--- config.mk ---
export PLATFORM = sky130hd
export DESIGN_NAME = bus_arbiter
export DESIGN_NICKNAME = d
export VERILOG_FILES = /design/src/rtl/bus_pkg.sv /design/src/rtl/arb_rr_select.sv /design/src/rtl/bus_arbiter.sv
export SDC_FILE = /design/constraint.sdc
export NUM_CORES = 1
export LEC_CHECK = 0
export BUFFER_PORTS_ARGS = -buffer_cell sky130_fd_sc_hd__buf_4
export CORE_UTILIZATION = 40
export DETAILED_ROUTE_END_ITERATION = 10
export GPL_TIMING_DRIVEN = 0
export HOLD_SLACK_MARGIN = 0.02
export PLACE_DENSITY = 0.68
export SLEW_MARGIN = 10
export SYNTH_ARGS = -nofsm -noshare
export SYNTH_HDL_FRONTEND = slang
export SYNTH_HIERARCHICAL = 1
export SYNTH_SLANG_ARGS = --single-unit
--- constraint.sdc ---
create_clock -name clock50 -period 2.72 [get_ports clock50]
set_input_delay 0.408 -clock clock50 [delete_from_list [all_inputs] [get_ports clock50]]
set_output_delay 0.408 -clock clock50 [all_outputs]
set_load 0.02 [all_outputs]
--- src/rtl/bus_pkg.sv ---
// Shared definitions for the serial system bus arbiter.
//   GM_*         encodings of granted_master (one-hot by master index)
//   SPLIT_*      bit offsets of a slave's pair inside split_request
//   arb_state_t  arbiter FSM state encoding
//   sel_width()  width of a slave index for a given slave count
package bus_pkg;

  localparam logic [1:0] GM_NONE = 2'b00;
  localparam logic [1:0] GM_M1   = 2'b01;
  localparam logic [1:0] GM_M2   = 2'b10;

  localparam int SPLIT_PULSE = 0;
  localparam int SPLIT_READY = 1;

  typedef enum logic [1:0] {
    ST_IDLE     = 2'd0,
    ST_BUSY     = 2'd1,
    ST_HANDOVER = 2'd2
  } arb_state_t;

  function automatic int sel_width(input int n);
    return (n > 1) ? $clog2(n) : 1;
  endfunction

endpackage

--- src/rtl/arb_rr_select.sv ---
// Combinational two-way round-robin picker with resume priority.
//   eligible  in   2  masters that may take the bus ([0]=M1, [1]=M2)
//   resume    in   2  subset of eligible returning from a split park
//   rr_last   in   1  master granted last (0=M1, 1=M2)
//   winner    out  2  one-hot winning master, 00 when nobody is eligible
module arb_rr_select
  import bus_pkg::*;
(
  input  logic [1:0] eligible,
  input  logic [1:0] resume,
  input  logic       rr_last,
  output logic [1:0] winner
);

  logic [1:0] cand;

  always_comb begin
    // Parked masters coming back outrank fresh requesters.
    cand   = (|resume) ? resume : eligible;
    winner = GM_NONE;
    case (cand)
      2'b01:   winner = GM_M1;
      2'b10:   winner = GM_M2;
      2'b11:   winner = rr_last ? GM_M1 : GM_M2;
      default: winner = GM_NONE;
    endcase
  end

endmodule

--- src/rtl/bus_arbiter.sv ---
// Central arbiter for the serial system bus: shares the bus between two
// masters, supports split (park/resume) transactions and revokes grants
// that overrun a watchdog.
//   clock50         in   1             system clock, rising edge
//   reset           in   1             synchronous, active-low
//   m_req           in   2             per-master request level
//   m_done          in   2             per-master completion pulse
//   split_request   in   2*NUM_SLAVES  per slave: [2s]=split pulse, [2s+1]=ready
//   granted_master  out  2             00 none, 01 M1, 10 M2 (registered)
//   split_pending   out  2             per-master parked flag
//   timeout_err     out  1             pulse when the watchdog revokes a grant
//
// state       | meaning
// ------------+-------------------------------------------------------------
// ST_IDLE     | bus free, arbitrate every cycle
// ST_BUSY     | granted_master owns the bus, watchdog running
// ST_HANDOVER | one dead cycle with no owner, arbitrates for the next grant
module bus_arbiter
  import bus_pkg::*;
#(
  parameter int NUM_SLAVES = 3,
  parameter int TIMEOUT    = 255,
  parameter int CNT_W      = 8
) (
  input  logic                    clock50,
  input  logic                    reset,
  input  logic [1:0]              m_req,
  input  logic [1:0]              m_done,
  input  logic [2*NUM_SLAVES-1:0] split_request,
  output logic [1:0]              granted_master,
  output logic [1:0]              split_pending,
  output logic                    timeout_err
);

  localparam int SS_W = sel_width(NUM_SLAVES);
  localparam int SS_N = 1 << SS_W;

  arb_state_t state, state_nxt;

  logic [CNT_W-1:0] wd_cnt, wd_nxt;
  logic [SS_W-1:0]  ss_m1, ss_m2, ss_m1_nxt, ss_m2_nxt;
  logic [1:0]       gm_nxt, pend_nxt;
  logic             to_nxt;
  logic             rr_last, rr_nxt;

  logic [SS_N-1:0]  ready_v;
  logic [NUM_SLAVES-1:0] pulse_v;
  logic             split_any;
  logic [SS_W-1:0]  split_idx;
  logic [1:0]       resume, eligible, winner;
  logic             owner_end;

  always_comb begin
    ready_v = '0;
    pulse_v = '0;
    for (int s = 0; s < NUM_SLAVES; s++) begin
      pulse_v[s] = split_request[2*s + SPLIT_PULSE];
      ready_v[s] = split_request[2*s + SPLIT_READY];
    end
    split_any = |pulse_v;
    split_idx = '0;
    for (int s = NUM_SLAVES - 1; s >= 0; s--) begin
      if (pulse_v[s]) split_idx = SS_W'(s);
    end
  end

  // Only the ready bit of the slave that parked a master can bring it back.
  assign resume[0] = split_pending[0] & ready_v[ss_m1];
  assign resume[1] = split_pending[1] & ready_v[ss_m2];
  assign eligible  = resume | (m_req & ~split_pending);
  assign owner_end = |(granted_master & (m_done | ~m_req));

  arb_rr_select u_rr_select (
    .eligible (eligible),
    .resume   (resume),
    .rr_last  (rr_last),
    .winner   (winner)
  );

  always_comb begin
    state_nxt = state;
    gm_nxt    = granted_master;
    pend_nxt  = split_pending;
    ss_m1_nxt = ss_m1;
    ss_m2_nxt = ss_m2;
    wd_nxt    = wd_cnt;
    to_nxt    = 1'b0;
    rr_nxt    = rr_last;
    case (state)
      ST_IDLE, ST_HANDOVER: begin
        if (|winner) begin
          state_nxt = ST_BUSY;
          gm_nxt    = winner;
          wd_nxt    = CNT_W'(TIMEOUT - 1);
          rr_nxt    = winner[1];
          pend_nxt  = split_pending & ~(winner & resume);
        end else begin
          state_nxt = ST_IDLE;
          gm_nxt    = GM_NONE;
        end
      end
      ST_BUSY: begin
        // Split outranks the watchdog, which outranks a normal end.
        if (split_any) begin
          pend_nxt = split_pending | granted_master;
          if (granted_master[0]) ss_m1_nxt = split_idx;
          if (granted_master[1]) ss_m2_nxt = split_idx;
          state_nxt = ST_HANDOVER;
          gm_nxt    = GM_NONE;
        end else if (wd_cnt == '0) begin
          to_nxt    = 1'b1;
          state_nxt = ST_HANDOVER;
          gm_nxt    = GM_NONE;
        end else if (owner_end) begin
          state_nxt = ST_HANDOVER;
          gm_nxt    = GM_NONE;
        end else begin
          wd_nxt = wd_cnt - CNT_W'(1);
        end
      end
      default: begin
        state_nxt = ST_IDLE;
        gm_nxt    = GM_NONE;
      end
    endcase
  end

  always_ff @(posedge clock50) begin
    if (!reset) begin
      state          <= ST_IDLE;
      granted_master <= GM_NONE;
      split_pending  <= 2'b00;
      timeout_err    <= 1'b0;
      wd_cnt         <= '0;
      rr_last        <= 1'b1;
      ss_m1          <= '0;
      ss_m2          <= '0;
    end else begin
      state          <= state_nxt;
      granted_master <= gm_nxt;
      split_pending  <= pend_nxt;
      timeout_err    <= to_nxt;
      wd_cnt         <= wd_nxt;
      rr_last        <= rr_nxt;
      ss_m1          <= ss_m1_nxt;
      ss_m2          <= ss_m2_nxt;
    end
  end

endmodule

Word-level counts from Yosys, hierarchy flattened

Index checks and enable logic that the tools add are counted.

Flip-flop bits (word level): 20
Latch bits: 0
Bits in writable memories: 0
Memory bits (read-only): 0
Bits of input ports: 12
Memories: 0

Add/subtract/negate cells: 1
$mul: 0
Divide/modulo/power cells: 0
Order comparisons: 2
Equality and inequality tests: 11
Shift operators: 0
Multiplexer cells: 29
Bitwise gates (word level): 14
Reductions and logical operators: 14

Operator list:

| kind                                                | number |
|---|---|
| 2-to-1 mux 8 bit                                    | 4 |
| 2-to-1 mux 2 bit                                    | 14 |
| case mux 8 bit (2 select lines)                     | 1 |
| case mux 2 bit (2 select lines)                     | 3 |
| != test 2 bit, second input constant                | 5 |
| AND reduction 3 bit                                 | 3 |
| bitwise AND 2 bit                                   | 4 |
| zero test 8 bit                                     | 1 |
| OR reduction 2 bit                                  | 4 |
| subtractor 8 x 1 -> 8 bit, second input constant    | 1 |
| equality test 2 bit, second input constant          | 3 |
| < comparator 2 x 3 -> 1 bit, second input constant  | 2 |
| inverter 2 bit                                      | 3 |
| OR 2 bit                                            | 3 |
| case mux 2 bit (3 select lines)                     | 1 |
| AND reduction 5 bit                                 | 1 |
| OR reduction 5 bit                                  | 1 |
| binary-select mux 1 bit (select 2 bit)              | 2 |
| equality test 2 x 1 -> 1 bit, second input constant | 2 |
| 2-to-1 mux 1 bit                                    | 4 |
| != test 4 bit, second input constant                | 1 |
| OR reduction 3 bit                                  | 1 |
| bitwise AND 1 bit                                   | 2 |
| zero test 2 bit                                     | 1 |
| other kinds (3)                                     | 4 |

Logic depth before layout (Yosys ltp)

Gate-level depths: netlist (run 1).

Depth in word-level cells: 12
Depth in mapped cells: 11

Cells and area by module

Netlist (run 1), hierarchy kept.

By module, submodules not included:

| module        | instances | cells each | area an instance (um^2) | seq. area each (um^2) |
|---|---|---|---|---|
| bus_arbiter   | 1         | 126        | 1132.3                  | 400.4 |
| arb_rr_select | 1         | 7          | 60.1                    | 0.0 |

Worst setup path before layout (run 1)

Ideal clock, no wire load.

Path kind: input to register
Start point: input port split_request[5]
End point: register wd_cnt[4]
Data arrival time: 1749 ps
Slack: 854 ps
Stages on the path: 11
Path through: mux2i_1 > o21ai_0 > nand2_1 > o21ai_0 > a21boi_1 > o22a_1 > nor2_1 > or2_2 > buf_1 > nand2_1 > o211a_1

Longest elaborated chain between the ends: 10
Elaborated cells between the ends (all ways): 16
Those cells by class: 4 x eq/ne; 6 x mux; 3 x bitwise; 3 x reduce/logical

RTL lines:

| item                                                                       | RTL line            | text |
|---|---|---|
| start, declared                                                            | bus_arbiter.sv:29   | `input logic [2*NUM_SLAVES-1:0] split_request,` |
| binary-select mux 1 bit (select 2 bit) (*)                                 | bus_arbiter.sv:69   | `assign resume[1] = split_pending[1] & ready_v[ss_m2];` |
| 2-to-1 mux 1 bit (implied by the code) (*)                                 | bus_arbiter.sv:69   |  |
| bitwise AND 1 bit (*)                                                      | bus_arbiter.sv:69   |  |
| OR 2 bit (*)                                                               | bus_arbiter.sv:70   | `assign eligible = resume \| (m_req & ~split_pending);` |
| net eligible[1]                                                            | bus_arbiter.sv:50   | `logic [1:0] resume, eligible, winner;` |
| 2-to-1 mux 2 bit (*)                                                       | arb_rr_select.sv:19 | `cand = (\|resume) ? resume : eligible;` |
| equality test 2 bit / equality test 2 x 1 -> 1 bit (equally long branches) | arb_rr_select.sv:21 | `case (cand)` |
| case mux 2 bit (3 select lines) (*)                                        | arb_rr_select.sv:21 |  |
| net winner[1]                                                              | bus_arbiter.sv:50   |  |
| OR reduction 2 bit (*)                                                     | bus_arbiter.sv:91   | `if (\|winner) begin` |
| != test 2 bit (no source line) (*)                                         | -                   |  |
| AND reduction 5 bit (no source line) (*)                                   | -                   |  |
| end signal, assigned                                                       | bus_arbiter.sv:143  | `wd_cnt <= wd_nxt;` |
| end, declared                                                              | bus_arbiter.sv:40   | `logic [CNT_W-1:0] wd_cnt, wd_nxt;` |

The timed path passes the listed nets; every way through them passes the cells marked *. The select of a mux whose other input is x is not followed.
A chain may end at the register's enable or synchronous reset.

Final worst setup path (run 1)

Start point: register ss_m2[1]
End point: register wd_cnt[3]

Longest elaborated chain between the ends: 10
Elaborated cells between the ends (all ways): 13
Those cells by class: 4 x eq/ne; 4 x mux; 2 x bitwise; 3 x reduce/logical

RTL lines:

| item                                                                       | RTL line            | text |
|---|---|---|
| start, declared                                                            | bus_arbiter.sv:41   | `logic [SS_W-1:0] ss_m1, ss_m2, ss_m1_nxt, ss_m2_nxt;` |
| start signal, assigned                                                     | bus_arbiter.sv:146  | `ss_m2 <= ss_m2_nxt;` |
| binary-select mux 1 bit (select 2 bit) (*)                                 | bus_arbiter.sv:69   |  |
| 2-to-1 mux 1 bit (implied by the code) (*)                                 | bus_arbiter.sv:69   |  |
| bitwise AND 1 bit (*)                                                      | bus_arbiter.sv:69   |  |
| OR 2 bit (*)                                                               | bus_arbiter.sv:70   |  |
| net eligible[1]                                                            | bus_arbiter.sv:50   |  |
| 2-to-1 mux 2 bit (*)                                                       | arb_rr_select.sv:19 |  |
| equality test 2 bit / equality test 2 x 1 -> 1 bit (equally long branches) | arb_rr_select.sv:21 |  |
| case mux 2 bit (3 select lines) (*)                                        | arb_rr_select.sv:21 |  |
| net winner[0]                                                              | bus_arbiter.sv:50   |  |
| OR reduction 2 bit (*)                                                     | bus_arbiter.sv:91   |  |
| != test 2 bit (no source line) (*)                                         | -                   |  |
| AND reduction 5 bit (no source line) (*)                                   | -                   |  |

Marked as above.

==> results of run 1 <==
==> layout make-up <==
class | instances | area [µm²] | share of cell area (%)
Inverter | 10 | 37.5 | 2.71
Tap cell | 31 | 38.8 | 2.80
Clock buffer | 4 | 36.3 | 2.61
Buffer | 4 | 22.5 | 1.62
Multi-Input combinational cell | 99 | 732 | 52.8
Sequential cell | 20 | 400 | 28.9
Timing Repair Buffer | 16 | 120 | 8.66
==> placed cells by master, fill, tap and decap left out, drive strengths merged, types with 2 or more instances in the layout <==
| cell | instances |
|---|---|
| a21boi | 4 |
| o211a | 5 |
| ha | 2 |
| inv | 10 |
| nand3b | 4 |
| a211oi | 2 |
| a21oi | 4 |
| and4 | 2 |
| clkbuf | 5 |
| nor2 | 12 |
| a31oi | 3 |
| o221a | 2 |
| nand2 | 9 |
| mux2i | 4 |
| nor2b | 3 |
| nand3 | 8 |
| buf | 19 |
| dfxtp | 20 |
| nand2b | 5 |
| a311o | 5 |
| nand4 | 3 |
| o21ai | 6 |
==> flip-flops by register name (all words and copies together), names as in the netlist <==
register,cells
ss_m1,2
wd_cnt,8
split_pending,2
ss_m2,2
state,2
timeout_err,1
rr_last,1
granted_master,2
==> report_power, final <==
group,switching [W],internal (W),total [W]
Clock,0.0000974,0.0000817,0.000179
Combinational,0.000118,0.000101,0.000219
Sequential,0.0000388,0.000320,0.000359
Total,0.000254,0.000503,0.000757
==> through the flow <==
step / cells / util (%) / instance area [µm²] / hold WS (ns)
2_1_floorplan: 133 / - / 1190 / 0.454
3_3_place_gp: 180 / 48.6 / 1350 / 0.500
3_5_place_dp: 180 / 48.6 / 1350 / 0.504
4_1_cts: 184 / 49.9 / 1390 / 0.354
5_1_grt: 184 / 49.9 / 1390 / 0.368
6_report: 184 / 49.9 / 1390 / 0.358
==> routing by layer <==
metal | track usage [%] | wire length [µm]
met1 | 29.1 | 1430
met2 | 30.8 | 1360
met3 | 3.46 | 141
met4 | 6.27 | 31
met5 | 0 | 0
==> final timing paths <==
kind                                  end  slack, ns  depth (start not counted)
worst max-delay path            wd_cnt[3]       0.50                         10
worst min-delay path             state[1]       0.36                          2
worst max register to register  wd_cnt[3]       0.50                         10
worst min register to register   ss_m2[0]       0.55                          2
==> worst max-delay path: stages (launching register included) <==
cell,delay (ns)
dfxtp_1,0.41
mux2i_1,0.20
o21ai_0,0.09
nand2_1,0.11
o21ai_0,0.09
nor2b_1,0.15
o32ai_2,0.24
nor2_1,0.08
nor2_1,0.45
nor2_1,0.08
a211oi_1,0.25
==> logic make-up after synthesis <==
group | synth area share (%)
fa+ha+maj | 2.10
flops | 33.6
simple gates | 28.8
buf+inv | 5.04
mux | 3.36
compound gates | 27.2
==> metrics.txt, run 1 <==
# Post-CTS Setup Buffers=0; Synth cell types=42; Reg clk slew, reported paths=0.12 ns; Slew @ Worst Pin=0.569 ns; Vias/cell=6.01; DIE AREA=3200 µm²; CTS tree=yes; HP Start=reset; Startpoint Class=flop; Max Slew Vio Count=0; via count=1,106; Tcrit/Tclk final=81.7%; CP endpoint kind=flop; top_reg_cell synth=dfxtp_1; RR Startpoint=ss_m2[1]; most common cell in the synthesized netlist=dfxtp_1; final net count=168; post-synthesis net count=147; Initial Util=42.9%; H-tree Lvls=1; RSZ-0062 raised after global routing=false; DRT iter0 DRCs=40; Slew Limit Headroom=62.0%; Root Driver=clkbuf_4; Ports=17; critical-path maximum fanout=7; Hold Vio Cnt, Final=0; largest net degree at the start of global routing=12; worst setup path start=ss_m2[1]; Die Span Y=56.6 µm; global route total overflow=0; Max IR drop VDD=333 µV; Clock Skews=0.00315 ns; pre-CTS WS=0.421 ns; list of most frequent post-synthesis cells=20 x dfxtp_1, 12 x nor2_1, 10 x inv_1; Setup WS post-layout=0.499 ns; warnings from Yosys=6; # rows=19; syn avg cell area=8.97 µm²; Placer Congestion=0.821; GRT Overall Usage=20.2%; vias in the first global route=1,038; total power=0.000757 W; clk buf depth=2; Power Dens Cells=545 nW/µm²; hpwl dp=2.12 mm; share of the yosys chip area belonging to registers=33.6%; DR WL/cell=16.1 µm; DRC Markers=0; CTS Sinks=20; post-route minimum period=2.22 ns; post-route ant nets=0; Clk Latency, worst-skew pair=0.31 ns; Syn Inst Count=133; first-pass GRT wire length=5.02 mm; leading area contributor after synthesis=dfxtp_1; Worst EP arrival=2.45 ns; Leakage=0.568 nW; layout cells sized above 1=22.2%; Filler cells=264; fmax=450 MHz; worst path required time=2.95 ns; diode count=0; max-cap viol count=0; share of the synthesized area in the top cell type=33.6%; CTS Buf Count=3; IO Port Bufs=16; setup TNS=0 ns; Post-synth EDFFs=0; CORE AREA=2780 µm²; critical path class=flop to flop; status=finished, final reports clean; register bit count reported by yosys=20; initial antenna violation count=0; Synth-to-Final Area Change=16.4%; # resized after CTS=0; Hold WC Path Type=primary input to flop; share of flip-flops with an asynchronous set or reset=0%; final setup fails=0; drt total wl=2.96 mm; Hold-fix buffers, CTS=0; drt first pass iters=4; Area contributors post-synth=dfxtp_1 34%, a311o_1 4.2%, o211a_1 4.2%; DIE WIDTH=56.6 µm; Cell Area, Synth=1190 µm²
No activity file was read; power rests on OpenSTA's default activity.
==> run 2, diff against run 1 <==
Settings changed: PLACE_DENSITY 0.68 to 0.7.
Clock period 2.72 ns to 1.9 ns, I/O delays scaled along.
==> metrics.txt, run 2 (same netlist as run 1, synthesis figures left out) <==
most common cell after layout, fill and taps aside=buf_4; Hold WC Path Type=primary input to flop; # rows=19; layout cells sized above 1=29.4%; Die Span Y=56.6 µm; Final Util=51.4%; CP endpoint kind=flop; critical path class=flop to flop; Leakage=0.579 nW; most frequent cells in the layout=19 x buf_4, 18 x dfxtp_1, 10 x nor2_1; pre-CTS WS=-0.316 ns; Largest register FFs=8; Clk Latency, worst-skew pair=0.31 ns; IO Port Bufs=16; DIE WIDTH=56.6 µm; Max Slew Vio Count=0; hpwl dp=2.06 mm; Hold Vio Cnt, Final=0; DRC Markers=0; Initial Util=42.9%; RSZ-0062 raised after global routing=true; first-pass GRT wire length=4.73 mm; worst setup path start=ss_m2[1]; Hold-fix buffers, CTS=0; DIE AREA=3200 µm²; Largest Register=wd_cnt; Root Driver=clkbuf_4; H-tree Lvls=1; failing checks=negative setup slack; final setup fails=9; Max IR drop VDD=456 µV; critical-path maximum fanout=7; cell area after layout=1430 µm²; post-route ant nets=0; GRT Overall Usage=19.1%; Clock Skews=0.000554 ns; CTS Buf Count=3; Setup WS post-layout=-0.0923 ns; Slew @ Worst Pin=0.501 ns; vias in the first global route=1,082; Worst EP arrival=2.21 ns; DRT iter0 DRCs=50; global route total overflow=0; diode count=0; Startpoint Class=flop; Ports=17; initial antenna violation count=0; status=complete, but fails checks; drt total wl=2.86 mm; worst path required time=2.12 ns; RR Startpoint=ss_m2[1]; CORE AREA=2780 µm²; fmax=502 MHz; drt first pass iters=4; Placer Congestion=0.875; HP Start=reset; CTS tree=yes; Reg clk slew, reported paths=0.12 ns; Tcrit/Tclk final=105%; final net count=168; largest net degree at the start of global routing=12; CTS Sinks=20; Filler cells=273; hold slack=0.241 ns; DR WL/cell=15.6 µm; post-route minimum period=1.99 ns; max-cap viol count=0; Slew Limit Headroom=66.6%; Synth-to-Final Area Change=19.9%; clk buf depth=2; placed cell areas=1350 µm²; setup TNS=-0.544 ns; Power Dens Cells=775 nW/µm²; Vias/cell=5.97; via count=1,098
==> run 2: changes by cell type in the layout (fill, tap and decap cells not counted), moves of 2 or more <==
cell / previous run / this run
dfxtp_1: 20 / 18
dfxtp_2: 0 / 2
nor2_1: 12 / 10
nor2_4: 0 / 2
o21ai_0: 6 / 2
o21ai_1: 0 / 2
o21ai_2: 0 / 2
==> run 2: report_power, final <==
part	switching, W	internal [W]	leakage, nW
combinational	0.000176	0.000157	0.393
sequential	0.0000575	0.000459	0.166
clock	0.000142	0.000117	0.0210
total	0.000376	0.000733	0.579
==> run 2: metal layers <==
| metal | GRT usage (%) | wire length, µm | vias up |
|---|---|---|---|
| li1 | - | - | 539 |
| met1 | 23.6 | 1290 | 528 |
| met2 | 31.8 | 1390 | 23 |
| met3 | 2.30 | 84 | 8 |
| met4 | 11.1 | 99 | 0 |
| met5 | 0 | 0 | - |
==> run 2: through the flow <==
stage	instances	total power [W]
floorplan	133	0.000736
global placement	180	0.000817
detailed placement	180	0.000830
CTS	184	0.00110
global route	184	0.00116
finish	184	0.00111
==> run 2: what timing repair did <==
| action | CTS | global route |
|---|---|---|
| setup endpoints to repair | 9 | 12 |
| setup buffers | 1 | 0 |
| pin swaps | 13 | 6 |
| resized for setup | 8 | 9 |
==> run 2: worst paths after layout <==
check / endpoint / slack [ns] / depth (start not counted)
setup / recovery: wd_cnt[5] / -0.09 / 10
hold reg to reg: ss_m2[1] / 0.52 / 2
setup reg to reg: wd_cnt[5] / -0.09 / 10
hold / removal: ss_m2[1] / 0.24 / 3
==> run 2: area by class of cell <==
type	count	area (µm²)	area share [%]
Multi-Input combinational cell	99	768	53.7
Sequential cell	20	403	28.2
Timing Repair Buffer	17	128	8.92
Tap cell	31	38.8	2.71
Inverter	10	37.5	2.62
Clock buffer	4	36.3	2.54
Buffer	3	18.8	1.31
==> run 2: worst max-delay path, stage by stage (launching register included) <==
cell	delay [ns]
dfxtp_2	0.37
mux2i_1	0.26
o21ai_1	0.11
nand2_2	0.10
o21ai_2	0.07
a21boi_1	0.12
o22a_1	0.24
nor2_4	0.15
nor2_4	0.07
a311o_1	0.28
o211a_1	0.12
==> run 3, diff against run 2 <==
Settings changed: TNS_END_PERCENT set to 1.
Clock period 1.9 ns to 1.75 ns, I/O delays scaled along.
==> metrics.txt, run 3 (same netlist as run 1, synthesis figures left out) <==
status=complete, but fails checks; failing checks=negative setup slack; CORE AREA=2780 µm²; post-route ant nets=0; final net count=170; Startpoint Class=flop; clk buf depth=2; vias in the first global route=1,081; most common cell after layout, fill and taps aside=buf_4; drt total wl=2.87 mm; placed cell areas=1370 µm²; CP endpoint kind=flop; Max IR drop VDD=580 µV; global route total overflow=0; diode count=0; most frequent cells in the layout=21 x buf_4, 17 x dfxtp_1, 10 x nor2_1; RSZ-0062 raised after global routing=true; Filler cells=261; GRT Overall Usage=19.0%; Hold Vio Cnt, Final=0; Root Driver=clkbuf_4; Tcrit/Tclk final=113%; largest net degree at the start of global routing=13; IO Port Bufs=16; total power=0.00134 W; drt first pass iters=4; worst path required time=1.97 ns; Placer Congestion=0.837; pre-CTS WS=-0.368 ns; hold slack=0.199 ns; final setup fails=13; Die Span Y=56.6 µm; Worst EP arrival=2.20 ns; CTS Buf Count=3; hpwl dp=2.10 mm; Max Slew Vio Count=0; DIE AREA=3200 µm²; dpl cells=180; Reg clk slew, reported paths=0.12 ns; DIE WIDTH=56.6 µm; critical path class=flop to flop; critical-path maximum fanout=7; CTS tree=yes; Ports=17; Largest register FFs=8; cell area after layout=1490 µm²; first-pass GRT wire length=4.73 mm; non-filler cells, final=186; post-route minimum period=1.98 ns; max-cap viol count=0; reg2reg setup slack=-0.23 ns; Leakage=0.607 nW; via count=1,099; initial antenna violation count=0; Power Dens Cells=895 nW/µm²; Setup WS post-layout=-0.228 ns; DRC Markers=0; CTS Sinks=20; fmax=506 MHz; Slew @ Worst Pin=0.550 ns; Clock Skews=0.00149 ns; DR WL/cell=15.4 µm; DRT iter0 DRCs=31; # rows=19; Hold-fix buffers, CTS=0; layout cells sized above 1=31.6%; Clk Latency, worst-skew pair=0.31 ns; Vias/cell=5.91; Slew Limit Headroom=63.3%; H-tree Lvls=1; Synth-to-Final Area Change=25.2%; Largest Register=wd_cnt; Hold WC Path Type=primary input to flop; Initial Util=42.9%
[run 3: critical path, stage by stage, from the launching register on]
cell and delay, ns:
dfxtp_2 0.38, mux2i_1 0.19, o21ai_1 0.11, nand2_2 0.11, o21ai_2 0.07, a21boi_1 0.13, o22a_1 0.26, nor2_4 0.15
nor2_4 0.08, a311o_1 0.28, o211a_1 0.12
[run 3: final timing paths]
check             cells after the start        end      from
setup / recovery                     10  wd_cnt[4]  ss_m2[1]
hold / removal                        2   state[1]     reset
hold reg to reg                       2   ss_m1[1]  ss_m1[1]
setup reg to reg                     10  wd_cnt[4]  ss_m2[1]
[run 3: layer usage]
layer,part of all wire [%],global-route usage (%)
met1,48,24.5
met2,47,30.6
met3,3.3,3.46
met4,1.4,9.06
met5,0,0
[run 3: report_power, final]
group / switching, W / internal (W) / leakage [nW]
registers: 0.0000665 / 0.000499 / 0.166
logic: 0.000194 / 0.000187 / 0.413
clock network: 0.000158 / 0.000232 / 0.0279
total: 0.000418 / 0.000918 / 0.607
[run 3: metrics by stage]
step / util (%) / TNS [ns]
global placement: 49.2 / -1.79
global route: 53.7 / -3.55
finish: 53.7 / -2.18
CTS: 51.4 / -2.32
floorplan: - / -0.285
detailed placement: 49.2 / -2.84
[run 3: layout make-up]
class	instances	area (µm²)	area share (%)
repair buffers	19	143	9.56
well taps	31	38.8	2.60
multi-input cells	99	796	53.3
plain buffers	3	18.8	1.26
clock inverters	1	30.0	2.01
clock buffers	3	22.5	1.51
flip-flops and latches	20	407	27.2
inverters	10	37.5	2.51
[run 3: timing repair]
action	CTS	global route
buffers inserted	0	3
pin swaps	2	11
gates resized for setup	3	14
endpoints found under the setup margin	11	15
gates cloned	0	0
hold endpoints to repair	0	0
